===== src/rtl/axi4lite_slave_regs_if.sv =====
// AXI4-Lite bus bundle for the small register slave.
// Clock and reset stay as plain ports on the modules that use this bundle.
interface axi4lite_slave_regs_if #(
   parameter int ADDR_WIDTH = 2,
   parameter int DATA_WIDTH = 8
);
   logic                  awvalid;
   logic                  awready;
   logic [ADDR_WIDTH-1:0] awaddr;
   logic                  wvalid;
   logic                  wready;
   logic [DATA_WIDTH-1:0] wdata;
   logic                  wstrb;
   logic                  bvalid;
   logic                  bready;
   logic [1:0]            bresp;
   logic                  arvalid;
   logic                  arready;
   logic [ADDR_WIDTH-1:0] araddr;
   logic                  rvalid;
   logic                  rready;
   logic [DATA_WIDTH-1:0] rdata;
   logic [1:0]            rresp;

   modport slave (
      input  awvalid, awaddr, wvalid, wdata, wstrb, bready, arvalid, araddr, rready,
      output awready, wready, bvalid, bresp, arready, rvalid, rdata, rresp
   );

   modport master (
      output awvalid, awaddr, wvalid, wdata, wstrb, bready, arvalid, araddr, rready,
      input  awready, wready, bvalid, bresp, arready, rvalid, rdata, rresp
   );
endinterface


===== src/rtl/axi4lite_slave_regs.sv =====
// AXI4-Lite register slave: 2^ADDR_WIDTH registers, independent AW/W capture, one-cycle reads.
// Define AXIL_WRCNT_EN to turn the top register into a read-only count of OKAY write commits.
module axi4lite_slave_regs #(
   parameter int ADDR_WIDTH = 2,
   parameter int DATA_WIDTH = 8
) (
   input logic                  clk,
   input logic                  rst_n,
   axi4lite_slave_regs_if.slave bus
);
   localparam int         NUM_REGS    = 1 << ADDR_WIDTH;
   localparam logic [1:0] RESP_OKAY   = 2'b00;
   localparam logic [1:0] RESP_SLVERR = 2'b10;

   logic [DATA_WIDTH-1:0] regs [NUM_REGS];
   logic                  aw_held;
   logic [ADDR_WIDTH-1:0] aw_addr_q;
   logic                  w_held;
   logic [DATA_WIDTH-1:0] w_data_q;
   logic                  w_strb_q;
   logic                  bvalid_q;
   logic [1:0]            bresp_q;
   logic                  rvalid_q;
   logic [DATA_WIDTH-1:0] rdata_q;
   logic [1:0]            rresp_q;

   logic aw_hs;
   logic w_hs;
   logic ar_hs;
   logic commit;
   logic wr_reject;
   logic wr_update;

   assign bus.awready = !aw_held;
   assign bus.wready  = !w_held;
   assign bus.arready = !rvalid_q;
   assign bus.bvalid  = bvalid_q;
   assign bus.bresp   = bresp_q;
   assign bus.rvalid  = rvalid_q;
   assign bus.rdata   = rdata_q;
   assign bus.rresp   = rresp_q;

   assign aw_hs  = bus.awvalid && !aw_held;
   assign w_hs   = bus.wvalid && !w_held;
   assign ar_hs  = bus.arvalid && !rvalid_q;
   // A pending response blocks the next commit, so bresp can never be overwritten.
   assign commit = aw_held && w_held && !bvalid_q;

`ifdef AXIL_WRCNT_EN
   localparam logic [ADDR_WIDTH-1:0] CNT_ADDR = '1;
   assign wr_reject = (aw_addr_q == CNT_ADDR);
`else
   assign wr_reject = 1'b0;
`endif

   assign wr_update = commit && w_strb_q && !wr_reject;

   always_ff @(posedge clk) begin
      if (!rst_n) begin
         for (int i = 0; i < NUM_REGS; i++) regs[i] <= '0;
         aw_held   <= 1'b0;
         aw_addr_q <= '0;
         w_held    <= 1'b0;
         w_data_q  <= '0;
         w_strb_q  <= 1'b0;
         bvalid_q  <= 1'b0;
         bresp_q   <= RESP_OKAY;
         rvalid_q  <= 1'b0;
         rdata_q   <= '0;
         rresp_q   <= RESP_OKAY;
      end else begin
         if (aw_hs) begin
            aw_held   <= 1'b1;
            aw_addr_q <= bus.awaddr;
         end
         if (w_hs) begin
            w_held   <= 1'b1;
            w_data_q <= bus.wdata;
            w_strb_q <= bus.wstrb;
         end

         if (commit) begin
            aw_held  <= 1'b0;
            w_held   <= 1'b0;
            bvalid_q <= 1'b1;
            bresp_q  <= wr_reject ? RESP_SLVERR : RESP_OKAY;
         end else if (bvalid_q && bus.bready) begin
            bvalid_q <= 1'b0;
         end

         if (wr_update) regs[aw_addr_q] <= w_data_q;
`ifdef AXIL_WRCNT_EN
         if (commit && !wr_reject) regs[CNT_ADDR] <= regs[CNT_ADDR] + DATA_WIDTH'(1);
`endif

         // Sampling regs here yields the pre-write value when a commit hits the same edge.
         if (ar_hs) begin
            rvalid_q <= 1'b1;
            rdata_q  <= regs[bus.araddr];
            rresp_q  <= RESP_OKAY;
         end else if (rvalid_q && bus.rready) begin
            rvalid_q <= 1'b0;
         end
      end
   end
endmodule


===== src/flat_wrapper.sv =====
// flat-port wrapper written by rule: the top's interface ports become plain ports
module axi4lite_slave_regs_flat 
#(
   parameter int ADDR_WIDTH = 2,
   parameter int DATA_WIDTH = 8
)
  (clk, rst_n, bus_awvalid, bus_awaddr, bus_wvalid, bus_wdata, bus_wstrb, bus_bready, bus_arvalid, bus_araddr, bus_rready, bus_awready, bus_wready, bus_bvalid, bus_bresp, bus_arready, bus_rvalid, bus_rdata, bus_rresp);
  axi4lite_slave_regs_if #(.ADDR_WIDTH(ADDR_WIDTH), .DATA_WIDTH(DATA_WIDTH)) bus_i ();
  input logic clk;
  input logic rst_n;
  input wire logic [$bits(bus_i.awvalid)-1:0] bus_awvalid;
  input wire logic [$bits(bus_i.awaddr)-1:0] bus_awaddr;
  input wire logic [$bits(bus_i.wvalid)-1:0] bus_wvalid;
  input wire logic [$bits(bus_i.wdata)-1:0] bus_wdata;
  input wire logic [$bits(bus_i.wstrb)-1:0] bus_wstrb;
  input wire logic [$bits(bus_i.bready)-1:0] bus_bready;
  input wire logic [$bits(bus_i.arvalid)-1:0] bus_arvalid;
  input wire logic [$bits(bus_i.araddr)-1:0] bus_araddr;
  input wire logic [$bits(bus_i.rready)-1:0] bus_rready;
  output wire logic [$bits(bus_i.awready)-1:0] bus_awready;
  output wire logic [$bits(bus_i.wready)-1:0] bus_wready;
  output wire logic [$bits(bus_i.bvalid)-1:0] bus_bvalid;
  output wire logic [$bits(bus_i.bresp)-1:0] bus_bresp;
  output wire logic [$bits(bus_i.arready)-1:0] bus_arready;
  output wire logic [$bits(bus_i.rvalid)-1:0] bus_rvalid;
  output wire logic [$bits(bus_i.rdata)-1:0] bus_rdata;
  output wire logic [$bits(bus_i.rresp)-1:0] bus_rresp;
  assign bus_i.awvalid = bus_awvalid;
  assign bus_i.awaddr = bus_awaddr;
  assign bus_i.wvalid = bus_wvalid;
  assign bus_i.wdata = bus_wdata;
  assign bus_i.wstrb = bus_wstrb;
  assign bus_i.bready = bus_bready;
  assign bus_i.arvalid = bus_arvalid;
  assign bus_i.araddr = bus_araddr;
  assign bus_i.rready = bus_rready;
  assign bus_awready = bus_i.awready;
  assign bus_wready = bus_i.wready;
  assign bus_bvalid = bus_i.bvalid;
  assign bus_bresp = bus_i.bresp;
  assign bus_arready = bus_i.arready;
  assign bus_rvalid = bus_i.rvalid;
  assign bus_rdata = bus_i.rdata;
  assign bus_rresp = bus_i.rresp;
  axi4lite_slave_regs #(.ADDR_WIDTH(ADDR_WIDTH), .DATA_WIDTH(DATA_WIDTH)) u_core (.clk(clk), .rst_n(rst_n), .bus(bus_i));
endmodule

===== config.mk =====
export PLATFORM = sky130hd
export DESIGN_NAME = axi4lite_slave_regs_flat
export DESIGN_NICKNAME = d
export VERILOG_FILES = /design/src/rtl/axi4lite_slave_regs_if.sv /design/src/rtl/axi4lite_slave_regs.sv /design/src/flat_wrapper.sv
export SDC_FILE = /design/constraint.sdc
export NUM_CORES = 1
export LEC_CHECK = 0
export BUFFER_PORTS_ARGS = -buffer_cell sky130_fd_sc_hd__buf_2
export CAP_MARGIN = 20
export CELL_PAD_IN_SITES_DETAIL_PLACEMENT = 0
export CELL_PAD_IN_SITES_GLOBAL_PLACEMENT = 1
export CORE_MARGIN = 8
export CORE_UTILIZATION = 45
export CTS_CLUSTER_DIAMETER = 150
export CTS_CLUSTER_SIZE = 12
export DETAILED_ROUTE_END_ITERATION = 10
export PLACE_DENSITY = 0.89
export SLEW_MARGIN = 20
export SYNTH_ARGS = -nofsm -noshare
export SYNTH_HDL_FRONTEND = slang
export SYNTH_SLANG_ARGS = --single-unit

===== constraint.sdc =====
create_clock -name clk -period 2 [get_ports clk]
set_input_delay 0.1 -clock clk [delete_from_list [all_inputs] [get_ports clk]]
set_output_delay 0.1 -clock clk [all_outputs]
set_load 0.05 [all_outputs]

==> metrics.md <==
| Metric | Value |
|---|---|
| Status | finished clean |
| Final GP Congestion | 0.775 |
| Share of layout cells above drive strength 1 | between 20% and 30% |
| Crit Path Max Fanout | 8 |
| Clock sinks | between 50 and 60 |
| Peak VDD IR | approximately 0.43 mV |
| Post-synthesis sequential area ratio | between 50 and 60% |
| DR vias | ~1400 |
| Final wirelength | roughly 4300 um |
| Top post-synthesis cells by area | edfxtp_1, dfxtp_1, and2_1 |
| Crit start category | flip-flop |
| Hold buffer count at cts | 0 |
| Post-synth top area share | just over 40% |
| Rows | 26 |
| Post-DP Area | ~0.0026 mm2 |
| Largest net degree at the start of global routing | 29 |
| Syn avg cell area | ~12 um2 |
| FILL cells | around 480 |
| Max-slew violations | 0 |
| FF+latch count, synth | 55 |
| Layout Skew | slightly below 0.006 ns |
| Fin crit period | approximately 1.7 ns |
| Crit path DAT | roughly 1.7 ns |
| Number of synthesized flops with an enable pin | 32 |
| Clk pin slew, worst setup/hold paths | 0.09 ns |
| Power per cell area | around 830 mW/mm2 |
| Drt drc | 0 |
| Multi-input gate area | a little under 900 um2 |
| IO Port Bufs | 32 |
| H-tree Lvls | 2 |
| Antenna viol nets, final | 0 |
| FF-to-FF setup slack | between 0.3 and 0.4 ns |
| Initial antenna violation count | 0 |
| Worst-Margin Slew | 0.546 ns |
| CTS buffer count | 5 |
| Yosys cell types | 26 |
| Area growth from synthesis to layout | 13.8% |
| Synth Flop Type | edfxtp_1 |
| Grt total ovfl | 0 |
| Aggregate global-route resource usage | a little under an eighth |
| # diodes | 0 |
| Vias in the first global route | 1381 |
| DR iter-0 viols | 64 |
| Crit path cell chain | nand3b_2 > nor4b_4 > nand2b_1 |
| Post-CTS setup buffers | 0 |
| Max frequency | just under 600 MHz |
| Final setup fails | 0 |
| Leakage Power | roughly 1.1 nW |
| CTS tree | built |
| Total negative slack | 0 ns |
| CP max stage cell | nand2b_1 |
| Nets | 248 |
| Detailed Routing Iterations Pass 1 | 4 |
| Hpwl dp | approximately 3300 um |
| Starting Density | 46.5% |
| Reg area | roughly 0.0014 mm2 |
| Hold/Removal Path Class | input pin to flip-flop |
| Vias per cell | roughly 4.8 |
| Post-synth ARST share | 0% |
| Worst-skew pair later-pin latency | a little over 0.3 ns |
| Final hold viol count | 0 |
| Synth Instances | between 150 and 200 |
| Core box area | between 0.005 and 0.006 mm2 |
| First-pass GRT wire length | ~7000 um |
| Die height | 88.7 um |
| PostCTS Resize Cnt | 0 |
| Slowest stage delay, CP | 0.35 ns |
| RSZ-0062 raised after global routing | no |
| Worst setup margin | about 0.32 ns |
| Required @ worst endpoint | just under 2 ns |
| Die width | about 90 um |
| Clock Path Buffers | 2 |
| Yosys Warn Count | 0 |
| Dominant cell type by area after synthesis | edfxtp_1 |
| Worst slack at placement | ~0.31 ns |
| Clock Tree Root | clkbuf_8 |
| Wire length per cell | between 10 and 15 um |
| IO Pins | 37 |
| Max_cap viols | 0 |
| Worst slew margin | between 60 and 70% |
| Worst setup path category | flip-flop to flip-flop |
| Syn Std Cell Area | roughly 0.0024 mm2 |
| Design Area, Final | between 0.002 and 0.003 mm2 |
| Critical Path Sink Type | flip-flop |
| Die area | slightly below 0.008 mm2 |
| Tcrit/Tclk final | 83.8% |
-- critical path: cells and delay by family, from the launching register on --
family	cells	cell delay, ns
simple gates	3	1.02
flops	1	0.33
-- synth_stat cells (2+ instances only) --
library cell,number
mux2i_1,18
buf_6,2
dfxtp_1,23
nor4_4,2
nand2_1,21
inv_1,4
buf_2,3
a21boi_0,10
and2_1,32
nand3_1,9
o221ai_1,7
nor2b_1,4
buf_4,4
edfxtp_1,32
nor2_1,5
clkbuf_1,4
nand2b_1,5
-- flip-flops by register name, summed over array words and instances, names as in the netlist --
register and flops:
u_core.w_strb_q 1, u_core.bus.bvalid 1, u_core.aw_held 1, u_core.aw_addr_q 2, u_core.w_data_q 8, u_core.w_held 1, u_core.regs 32, u_core.bus.rdata 8
u_core.bus.rvalid 1
-- per-layer routing --
layer	routed length, um	up-vias	global-route usage (%)
met5	0	-	0
met4	62	0	4.92
met3	230	4	3.34
met2	2020	35	18.9
met1	1970	646	13.7
li1	-	740	-
-- power by group --
group,switching [mW],internal (mW)
clock,0.361,0.378
combinational,0.162,0.0721
sequential,0.0385,1.24
total,0.561,1.70
-- cell type report --
class	instances	share of cell area (%)
clock buffer	5	2.54
clock inverter	3	1.67
inverter	4	0.555
multi-input combinational	125	32.1
sequential	55	52.5
tap	70	3.24
timing repair buffer	37	7.31
-- kinds of logic (layout without fill, tap and decap cells) --
family                 after synthesis  count (layout)  share of synthesized area (%)
other                                1               4                          0.158
muxes                               18              18                           7.58
and+or+nand+nor                     83              83                           21.4
buffers and inverters               17              49                           4.10
DFF                                 55              55                           59.8
AOI/OAI and AO/OA                   20              20                           7.00
-- worst paths after layout --
| kind | start | end | cells after the start |
|---|---|---|---|
| min | bus_awvalid | u_core.aw_held$_SDFFE_PP0P_ | 3 |
| max | u_core.bus.bvalid$_SDFFE_PN0P_ | u_core.regs[2][0]$_SDFFCE_PN0P_ | 3 |
| max reg2reg | u_core.bus.bvalid$_SDFFE_PN0P_ | u_core.regs[2][0]$_SDFFCE_PN0P_ | 3 |
| min reg2reg | u_core.w_strb_q$_SDFFE_PN0P_ | u_core.w_strb_q$_SDFFE_PN0P_ | 2 |
-- placed cells by master, fill, tap and decap left out, types with 4 or more instances in the layout --
| cell type | synthesis | routed |
|---|---|---|
| nand3_1 | 9 | 9 |
| edfxtp_1 | 32 | 32 |
| a21boi_0 | 10 | 10 |
| clkbuf_8 | 0 | 5 |
| conb_1 | 1 | 4 |
| mux2i_1 | 18 | 18 |
| dfxtp_1 | 23 | 23 |
| o221ai_1 | 7 | 7 |
| inv_1 | 4 | 4 |
| nor2_1 | 5 | 5 |
| nor2b_1 | 4 | 4 |
| buf_2 | 3 | 32 |
| nand2_1 | 21 | 21 |
| and2_1 | 32 | 32 |
| nand2b_1 | 5 | 5 |
| buf_4 | 4 | 5 |
-- through the flow --
stage | utilization [%] | instances | power (mW) | hold WS (ns)
2_1_floorplan | - | 197 | 1.49 | 0.216
3_3_place_gp | 50.7 | 291 | 1.54 | 0.319
3_5_place_dp | 50.7 | 291 | 1.55 | 0.323
4_1_cts | 53.0 | 299 | 2.27 | 0.00438
5_1_grt | 53.0 | 299 | 2.33 | 0.0162
6_report | 53.0 | 299 | 2.26 | 0.00698
Power figures use the tool's default switching activity.
